$ cat src/rtl/rcn_master_arb.sv
// rcn_master_arb
//   Round-robin arbiter sharing one rcn_master between four local requesters.
//   The requester index travels in the rcn seq field, so responses are routed
//   back by m_rsp_seq alone. Each port may have one transaction outstanding;
//   a per-port wait counter releases a port whose response never returns.
//
// Ports
//   clk, rst          clock, asynchronous active-high reset
//   p_req/p_wr        per-port request level (held until p_ack) / write flag
//   p_mask/p_addr/    per-port packed fields, port i at [4i+:4], [22i+:22],
//   p_wdata           [32i+:32]
//   p_ack             request accepted by rcn_master (one-cycle pulse)
//   p_rdone/p_wdone   read / write response for the port (one-cycle pulse)
//   p_err             wait timeout, port released (one-cycle pulse)
//   rsp_addr/rsp_data response pass-through, valid alongside a done pulse
//   m_cs..m_wdata     request side of rcn_master (registered)
//   m_busy            rcn_master cannot take the request this cycle
//   m_rdone/m_wdone/  response side of rcn_master
//   m_rsp_seq/addr/data
//
// Parameter
//   TIMEOUT           cycles a port may wait for its response; 0 disables,
//                     maximum 65535
//
// state | meaning
// ------+-------------------------------------------------------------------
// IDLE  | no request presented; picks the next eligible port round-robin
// ISSUE | held request driven on m_*; leaves when m_busy is low (accept)

module rcn_master_arb #(
  parameter int unsigned TIMEOUT = 1024
) (
  input  logic         clk,
  input  logic         rst,

  input  logic [3:0]   p_req,
  input  logic [3:0]   p_wr,
  input  logic [15:0]  p_mask,
  input  logic [87:0]  p_addr,
  input  logic [127:0] p_wdata,
  output logic [3:0]   p_ack,
  output logic [3:0]   p_rdone,
  output logic [3:0]   p_wdone,
  output logic [3:0]   p_err,
  output logic [21:0]  rsp_addr,
  output logic [31:0]  rsp_data,

  output logic         m_cs,
  output logic [1:0]   m_seq,
  output logic         m_wr,
  output logic [3:0]   m_mask,
  output logic [21:0]  m_addr,
  output logic [31:0]  m_wdata,
  input  logic         m_busy,
  input  logic         m_rdone,
  input  logic         m_wdone,
  input  logic [1:0]   m_rsp_seq,
  input  logic [21:0]  m_rsp_addr,
  input  logic [31:0]  m_rsp_data
);

  typedef enum logic {
    IDLE  = 1'b0,
    ISSUE = 1'b1
  } state_t;

  localparam bit          TO_EN   = (TIMEOUT != 0);
  // Counter is cleared at accept, so it reads TIMEOUT-1 in the TIMEOUT-th
  // cycle after p_ack.
  localparam logic [15:0] TO_LAST = TO_EN ? 16'(TIMEOUT - 1) : 16'd0;

  state_t       state_q, state_d;
  logic [1:0]   rr_ptr_q, rr_ptr_d;
  logic [3:0]   pending_q, pending_d;

  logic [1:0]   hold_port_q, hold_port_d;
  logic         hold_wr_q, hold_wr_d;
  logic [3:0]   hold_mask_q, hold_mask_d;
  logic [21:0]  hold_addr_q, hold_addr_d;
  logic [31:0]  hold_wdata_q, hold_wdata_d;

  logic [15:0]  cnt_q [4];
  logic [15:0]  cnt_d [4];

  logic [3:0]   eligible;
  logic         any_eligible;
  logic [1:0]   grant_idx;
  logic         capture;
  logic         accept;
  logic [3:0]   seq_hit;
  logic [3:0]   timeout_hit;

  // Eligibility uses the registered pending bits, so a port released by a
  // done/err pulse competes again only from the following cycle.
  assign eligible     = p_req & ~pending_q;
  assign any_eligible = |eligible;

  // First eligible port at or above rr_ptr, modulo 4. Scanning offsets from
  // the far end down lets the nearest one overwrite the result last.
  always_comb begin
    grant_idx = rr_ptr_q;
    for (int k = 3; k >= 0; k--) begin
      if (eligible[rr_ptr_q + 2'(k)]) begin
        grant_idx = rr_ptr_q + 2'(k);
      end
    end
  end

  // ------------------------------------------------------------------
  // FSM: state register
  // ------------------------------------------------------------------
  always_ff @(posedge clk or posedge rst) begin
    if (rst) begin
      state_q <= IDLE;
    end else begin
      state_q <= state_d;
    end
  end

  // FSM: next state
  always_comb begin
    state_d = state_q;
    case (state_q)
      IDLE: begin
        if (any_eligible) begin
          state_d = ISSUE;
        end
      end
      ISSUE: begin
        if (!m_busy) begin
          state_d = IDLE;
        end
      end
      default: state_d = IDLE;
    endcase
  end

  // FSM: outputs
  always_comb begin
    m_cs    = 1'b0;
    capture = 1'b0;
    accept  = 1'b0;
    case (state_q)
      IDLE: begin
        capture = any_eligible;
      end
      ISSUE: begin
        m_cs   = 1'b1;
        accept = !m_busy;
      end
      default: begin
        m_cs = 1'b0;
      end
    endcase
  end

  assign p_ack   = accept ? (4'b0001 << hold_port_q) : 4'b0000;

  assign m_seq   = hold_port_q;
  assign m_wr    = hold_wr_q;
  assign m_mask  = hold_mask_q;
  assign m_addr  = hold_addr_q;
  assign m_wdata = hold_wdata_q;

  // ------------------------------------------------------------------
  // Hold register: loaded at grant, frozen through ISSUE so requester
  // changes after the grant do not reach rcn_master.
  // ------------------------------------------------------------------
  always_comb begin
    hold_port_d  = hold_port_q;
    hold_wr_d    = hold_wr_q;
    hold_mask_d  = hold_mask_q;
    hold_addr_d  = hold_addr_q;
    hold_wdata_d = hold_wdata_q;
    if (capture) begin
      hold_port_d  = grant_idx;
      hold_wr_d    = p_wr[grant_idx];
      hold_mask_d  = p_mask[{grant_idx, 2'b00} +: 4];
      hold_addr_d  = p_addr[22 * grant_idx +: 22];
      hold_wdata_d = p_wdata[{grant_idx, 5'b00000} +: 32];
    end
  end

  assign rr_ptr_d = accept ? (hold_port_q + 2'd1) : rr_ptr_q;

  // ------------------------------------------------------------------
  // Response routing and timeout. Responses for ports that are not
  // pending (stray, or late after a timeout) fall out here with no effect.
  // ------------------------------------------------------------------
  always_comb begin
    seq_hit     = 4'b0000;
    p_rdone     = 4'b0000;
    p_wdone     = 4'b0000;
    timeout_hit = 4'b0000;
    for (int i = 0; i < 4; i++) begin
      seq_hit[i]     = pending_q[i] && (m_rsp_seq == 2'(i));
      p_rdone[i]     = m_rdone && seq_hit[i];
      p_wdone[i]     = m_wdone && seq_hit[i];
      // A response landing on the last wait cycle takes priority.
      timeout_hit[i] = TO_EN && pending_q[i] && (cnt_q[i] == TO_LAST) &&
                       !(p_rdone[i] || p_wdone[i]);
    end
  end

  assign p_err     = timeout_hit;
  assign pending_d = (pending_q & ~(p_rdone | p_wdone | p_err)) | p_ack;

  assign rsp_addr  = m_rsp_addr;
  assign rsp_data  = m_rsp_data;

  always_comb begin
    for (int i = 0; i < 4; i++) begin
      cnt_d[i] = cnt_q[i];
      if (p_ack[i]) begin
        cnt_d[i] = 16'd0;
      end else if (TO_EN && pending_q[i]) begin
        cnt_d[i] = cnt_q[i] + 16'd1;
      end
    end
  end

  // ------------------------------------------------------------------
  // Datapath registers
  // ------------------------------------------------------------------
  always_ff @(posedge clk or posedge rst) begin
    if (rst) begin
      rr_ptr_q     <= 2'd0;
      pending_q    <= 4'b0000;
      hold_port_q  <= 2'd0;
      hold_wr_q    <= 1'b0;
      hold_mask_q  <= 4'd0;
      hold_addr_q  <= 22'd0;
      hold_wdata_q <= 32'd0;
      for (int i = 0; i < 4; i++) begin
        cnt_q[i] <= 16'd0;
      end
    end else begin
      rr_ptr_q     <= rr_ptr_d;
      pending_q    <= pending_d;
      hold_port_q  <= hold_port_d;
      hold_wr_q    <= hold_wr_d;
      hold_mask_q  <= hold_mask_d;
      hold_addr_q  <= hold_addr_d;
      hold_wdata_q <= hold_wdata_d;
      for (int i = 0; i < 4; i++) begin
        cnt_q[i] <= cnt_d[i];
      end
    end
  end

endmodule

$ cat config.mk
export PLATFORM = sky130hd
export DESIGN_NAME = rcn_master_arb
export DESIGN_NICKNAME = d
export VERILOG_FILES = /design/src/rtl/rcn_master_arb.sv
export SDC_FILE = /design/constraint.sdc
export NUM_CORES = 1
export LEC_CHECK = 0
export CORE_AREA = 2 2 169 171
export CTS_BUF_LIST = sky130_fd_sc_hd__clkbuf_2 sky130_fd_sc_hd__clkbuf_4 sky130_fd_sc_hd__clkbuf_8
export CTS_CLUSTER_SIZE = 12
export DETAILED_ROUTE_END_ITERATION = 8
export DIE_AREA = 0 0 171 173
export GPL_TIMING_DRIVEN = 0
export HOLD_SLACK_MARGIN = 0.06
export PLACE_DENSITY = 0.71
export SLEW_MARGIN = 30
export SYNTH_ARGS = -nofsm -noshare
export SYNTH_HDL_FRONTEND = slang
export SYNTH_SLANG_ARGS = --single-unit
$ cat constraint.sdc
create_clock -name clk -period 4.24 [get_ports clk]
set_clock_uncertainty 0.05 [all_clocks]
set_input_delay 0.636 -clock clk [delete_from_list [all_inputs] [get_ports clk]]
set_output_delay 0.636 -clock clk [all_outputs]
set_load 0.03 [all_outputs]
==> results.txt <==
Final wirelength -> 32.0 mm
Kind of critical path -> in -> out
Setup slack of the most critical reg-to-reg path -> 1.17 ns
Floorplan die area -> 0.0296 mm2
Final period demand of the worst path -> 3.86 ns
DR vias/cell -> 4.91
Leakage power total -> 5.25 nW
Core Util, Final -> 46.1%
Worst-path clk slew -> 0.07 ns
Top achievable clock speed -> 259 MHz
Number of flops mapped to enable cells by yosys -> 0
Maximum single-stage delay on the critical path -> 0.76 ns
DR iter-0 viols -> 374
Sum of buffers and inverters on the critical path -> 5
Crit path top cell by count -> sky130_fd_sc_hd__clkbuf_1
Pre-CTS WS -> 0.352 ns
Number of optimization iterations in the first detailed-route pass -> 4
Overall routing resource usage -> 21.0%
Cell-by-cell listing of the critical path -> clkdlybuf4s50_1 > nor2b_1 > clkbuf_1 > and2_1 > clkbuf_1 > clkbuf_1 > clkdlybuf4s50_1
Die width -> 171 um
CP arrival -> 3.17 ns
Most common cell after layout, fill and taps aside -> sky130_fd_sc_hd__clkdlybuf4s50_1
Number of pins with negative max-slew slack in the final report -> 0
Class of the most critical hold timing path -> reg -> reg
Share of cells above drive strength 1 -> 13.9%
Count of endpoints failing hold in the final timing report -> 0
Number of global-route vias before repair -> 8354
Post-cts sizing count -> 0
Total area of multi-input combinational cells -> 0.00397 mm2
Final antenna-violating net count -> 0
Wire length of the first global-routing pass -> 47.2 mm
Cell taking the most area after synthesis -> sky130_fd_sc_hd__dfrtp_1
Fill count -> 2699
Worst path setup slack after routing -> 0.385 ns
Maximum number of pins on one net before global-route repair -> 75
Ports placed on the boundary -> 433
Skew-Pair Late Insertion Delay -> 0.43 ns
TritonCTS clock tree -> built
Setup violation total in the final timing report -> 0
Primary FF master, synth -> sky130_fd_sc_hd__dfrtp_1
Number of port buffers -> 378
Syn nets -> 1171
Critical path endpoint category -> output pin
Proportion of register bits with asynchronous set or reset after synthesis -> 100%
Distinct cell type count after synthesis -> 43
Total Nets Final -> 1572
Chip Height -> 173 um
Flops & latches, synth -> 132
Buffer count from post-CTS setup fixing -> 0
Number of antenna violations at the first check in global routing -> 4
Area share of the largest cell type after synthesis -> 41.1%
Number of sinks handled by clock tree synthesis -> 132
Dominant cells by area after synthesis -> sky130_fd_sc_hd__dfrtp_1 (41%), sky130_fd_sc_hd__a211oi_2 (9.2%), sky130_fd_sc_hd__o31ai_1 (5.5%)
Max Fanout on Critical Path -> 10
Area inside the core boundary -> 0.0276 mm2
PD cells -> 658 mW/mm2
CTS Buf Count -> 17
Total area of sequential cells -> 0.00330 mm2
Final worst-path cycle share -> 90.9%
Cell count after synthesis -> 862
Placement Rows -> 61
Layout Area Growth over Synthesis -> 58.7%
Pwr Total -> 8.39 mW
Gr ovfl total -> 0
Most frequent cells in the layout -> sky130_fd_sc_hd__clkdlybuf4s50_1 (378), sky130_fd_sc_hd__dfrtp_1 (132), sky130_fd_sc_hd__nand2_1 (89), sky130_fd_sc_hd__nor2_1 (89), sky130_fd_sc_hd__and3_1 (63)
Unrepaired setup endpoints after global routing -> no
Peak ir drop on the vdd network -> 0.267 mV
Worst setup SP type -> input port
Worst EP required -> 3.55 ns
HPWL after detailed placement -> 24.9 mm
Global placer's final weighted congestion -> 0.830
Worst-path cell with the longest stage delay -> sky130_fd_sc_hd__clkdlybuf4s50_1
Hold buffers post-CTS -> 0
Clock tree root buffer cell -> sky130_fd_sc_hd__clkbuf_8
H-tree levels -> 4
Sequential element share of the synthesized area -> 41.1%
Synthesis Warnings -> 0
DRC violations left -> 0
Total via count in the routed design -> 8130
Result of the run -> completed
Initial Utilization -> 29.1%
Top delay family on crit path -> buffers and inverters
Buffer depth of the longest clock path -> 2
Slew @ Worst Pin -> 0.841 ns
Post-Syn Area -> 0.00803 mm2
Max-Cap Viols -> 0
Slew margin rel. -> 43.5%
Routed length per instance -> 19.3 um
Average cell area after synthesis -> 9.31 um2
## path summary, 6_finish.rpt
path	start	end	cells after the start
max	m_busy	p_ack[1]	7
min	m_wdata[31]	m_wdata[31]	2
max reg2reg	pending_q[1]	m_wdata[5]	9
min reg2reg	m_wdata[31]	m_wdata[31]	2
max in group asynchronous	rst	m_wdata[5]	3
min in group asynchronous	rst	cnt_q[45]	2
## sequential cells by signal, indices dropped and copies added (netlist names)
name and flops:
m_addr 22, rr_ptr_q 2, cnt_q 64, m_wdata 32, state_q 1, m_wr 1, pending_q 4, m_mask 4
m_seq 2
## kinds of logic after synthesis
| kind of cell | synth area share [%] |
|---|---|
| AOI/OAI and AO/OA | 21.8 |
| xor gates and xnor gates | 5.89 |
| adders and majority gates | 1.25 |
| buffers and inverters | 9.45 |
| DFF | 41.1 |
| muxes | 0.639 |
| and+or+nand+nor | 19.8 |
## metrics by stage
stage	instances	setup TNS (ns)	hold slack [ns]	area (um2)
floorplan	862	0	0.454	8030
global placement	1618	-290.47	0.408	12300
detailed placement	1622	0	0.415	12300
CTS	1654	0	0.433	12700
global route	1656	0	0.454	12700
finish	1657	0	0.429	12700
## where the power goes
group | internal [mW] | total [mW] | switching, mW
Sequential | 1.79 | 2.20 | 0.410
Clock | 0.505 | 1.07 | 0.563
Combinational | 2.04 | 5.12 | 3.08
Total | 4.34 | 8.39 | 4.05
## synthesized netlist by cell type (8+ instances only)
library cell	count
sky130_fd_sc_hd__nand2_1	89
sky130_fd_sc_hd__inv_1	8
sky130_fd_sc_hd__o21ai_0	13
sky130_fd_sc_hd__o22ai_1	60
sky130_fd_sc_hd__nand3_1	23
sky130_fd_sc_hd__a21oi_1	8
sky130_fd_sc_hd__dfrtp_1	132
sky130_fd_sc_hd__nand4_1	21
sky130_fd_sc_hd__clkbuf_1	41
sky130_fd_sc_hd__o31ai_1	59
sky130_fd_sc_hd__nor2_1	89
sky130_fd_sc_hd__and3_1	63
sky130_fd_sc_hd__ha_1	8
sky130_fd_sc_hd__xor2_1	38
sky130_fd_sc_hd__a211oi_2	59
sky130_fd_sc_hd__nor3_1	9
sky130_fd_sc_hd__xnor2_1	16
sky130_fd_sc_hd__buf_4	56
sky130_fd_sc_hd__buf_6	9
## cell type report
type | count | share of cell area [%]
diodes | 3 | 0.0589
plain buffers | 118 | 5.72
clock buffers | 20 | 2.06
clock inverters | 12 | 0.962
inverters | 8 | 0.295
multi-input cells | 604 | 31.1
flip-flops and latches | 132 | 25.9
well taps | 378 | 3.71
repair buffers | 382 | 30.1
## worst reg2reg max path: cells and delay by family, from the launching register on
family	cells	cell delay (ns)
DFF	1	0.36
AOI/OAI and AO/OA	5	1.34
buffers and inverters	3	0.98
and+or+nand+nor	1	0.26
## routing by layer
layer  up-vias  global-route usage, %  wire, um
li1       3872                      -         -
met3        41                   5.08      2200
met5         -                      0         0
met4         0                   8.44       986
met2       317                   35.8     15800
met1      3900                   25.3     13000
(Power assumes the default switching activity.)
==> RTL edit (same settings) <==
Put a register stage on the output `p_err`, cleared by the reset. The value now appears one clock later. The other outputs are not delayed to match. Comments in the files are not updated.
--- a/src/rtl/rcn_master_arb.sv
+++ b/src/rtl/rcn_master_arb.sv
@@ -69,6 +69,8 @@
   // cycle after p_ack.
   localparam logic [15:0] TO_LAST = TO_EN ? 16'(TIMEOUT - 1) : 16'd0;
 
+  logic [3:0] p_err_d;
+
   state_t       state_q, state_d;
   logic [1:0]   rr_ptr_q, rr_ptr_d;
   logic [3:0]   pending_q, pending_d;
@@ -202,8 +204,8 @@
     end
   end
 
-  assign p_err     = timeout_hit;
-  assign pending_d = (pending_q & ~(p_rdone | p_wdone | p_err)) | p_ack;
+  assign p_err_d   = timeout_hit;
+  assign pending_d = (pending_q & ~(p_rdone | p_wdone | p_err_d)) | p_ack;
 
   assign rsp_addr  = m_rsp_addr;
   assign rsp_data  = m_rsp_data;
@@ -248,5 +250,13 @@
     end
   end
 
+  always_ff @(posedge clk or posedge rst) begin
+    if (rst) begin
+      p_err <= '0;
+    end else begin
+      p_err <= p_err_d;
+    end
+  end
+
 endmodule
 
Formal check against the unedited RTL: no difference found for any inputs over 4 cycles, from zero or initial values and one cycle with rst high; that may be too few to reach the edited logic, so the function may still have changed.
==> RTL edit against the original RTL <==
Routed wire length rose by 19%; cell area rose by 14%; die area is the same; area after synthesis is 22% higher; setup slack lost 0.013 ns; total power grew 4.7%; sequential cell count increased by 4; highest routed layer unchanged.
==> RTL edit: results (changes against the original RTL) <==
- Commonest cells in the netlist: 136 x dfrtp_1, 133 x inv_1, 129 x a21oi_1
- Lkg Pwr: 6.26 nW (+19%)
- Largest net degree at the start of global routing: 26 (-65%)
- Top cells by area, synth: dfrtp_1 35%, o311ai_0 11%, a21oi_1 6.6%, mux2i_1 6.5%, inv_1 5.1%
- First-pass GRT wire length: 57.4 mm (+22%)
- Hold_sp: m_addr[6]$_DFFE_PP0P_
- Worst r2r path cells: 7 (-2)
- Layout cell share with drive strength beyond 1: 0.0875 (-0.0513)
- Vias per std cell: 5.29 (+7.7%)
- Placed wire-length estimate: 29.3 mm (+17%)
- Count of different cell masters after synthesis: 48 (+12%)
- Register area share after synthesis: 0.347 (-0.0644)
- Final nets: 1875 (+19%)
- Status: complete, no violations
- Syn Nets: 1473 (+26%)
- Worst-Margin Slew: 0.857 ns (+0.0156 ns)
- Gr usage total: 0.249 (+0.0387)
- Flop-to-flop setup slack: 1.11 ns (-0.06 ns)
- Initial antenna violation count: 1 (-3)
- GP Congestion: 0.915 (+10%)
- Endpoint, Worst Hold: m_addr[6]$_DFFE_PP0P_
- Reg clk slew, reported paths: 0.10 ns (+0.03 ns)
- VDD IR-drop max: 0.000328 V (+23%)
- Worst r2r src: pending_q[2]$_DFF_PP0_
- Min Hold Slack: 0.437 ns (+0.00717 ns)
- Worst EP arrival: 3.18 ns (about the same)
- Vias: 10300 (+27%)
- Drt first-iter violations: 753 (+100%)
[RTL edit: cell count changes after synthesis, moves of 57 or more]
| cell | change |
|---|---|
| o22ai_1 | -57 |
| mux2i_1 | +60 |
| inv_1 | +125 |
| o31ai_1 | -59 |
| a211oi_2 | -59 |
| o311ai_0 | +118 |
| a21oi_1 | +121 |
[RTL edit: power breakdown]
part / internal [mW] / leakage [nW] / switching, mW
logic: 2.21 / 4.33 / 3.32
clock network: 0.497 / 0.192 / 0.613
registers: 1.78 / 1.74 / 0.359
[RTL edit: logic make-up (layout without fill, tap and decap cells)]
group	after synthesis	after routing	synth area share
AO/OA/AOI/OAI	338	338	0.260
XOR/XNOR	50	50	0.0447
adder cells (fa/ha/maj)	8	8	0.0102
buffers and inverters	299	713	0.143
flip-flops	136	136	0.347
multiplexers	65	65	0.0665
other	0	1	0
AND/OR/NAND/NOR	268	268	0.128
[RTL edit: per-layer routing]
metal,up-vias,part of all wire,global-route usage
met5,-,0,0
met4,0,0.027,0.0766
met3,54,0.067,0.0490
met2,416,0.48,0.417
met1,4928,0.43,0.323
li1,4947,-,-
[RTL edit: stage by stage]
stage,area (um2),utilization,setup slack [ns]
global route,14600,0.527,0.218
CTS,14600,0.527,0.348
floorplan,9810,-,1.75
detailed placement,14200,0.513,0.372
global placement,14100,0.509,0.352
finish,14600,0.527,0.371
[RTL edit: critical path, delay by kind of cell]
kind / cells / cell delay (ns)
buffers and inverters: 4 / 2.00
AND/OR/NAND/NOR: 2 / 0.52
[RTL edit: how the worst max path moves through the flow]
| stage | startpoint | to | slack, ns | depth (start not counted) |
|---|---|---|---|---|
| global route | m_busy | p_ack[0] | 0.22 | 6 |
| global placement | m_busy | p_ack[0] | 0.35 | 6 |
| detailed placement | m_busy | p_ack[0] | 0.37 | 6 |
| finish | m_busy | p_ack[3] | 0.37 | 6 |
| floorplan | state_q$_DFF_PP0_ | p_ack[0] | 1.75 | 5 |
| CTS | m_busy | p_ack[0] | 0.35 | 6 |
[RTL edit: final cells by class]
class / count / area (um2)
timing repair buffer: 383 / 3890
sequential: 136 / 3400
clock buffer: 18 / 248
tap: 378 / 473
clock inverter: 13 / 136
antenna: 1 / 2.50
buffer: 165 / 903
inverter: 134 / 507
fill: 2631 / 13100
multi-input combinational: 729 / 4990
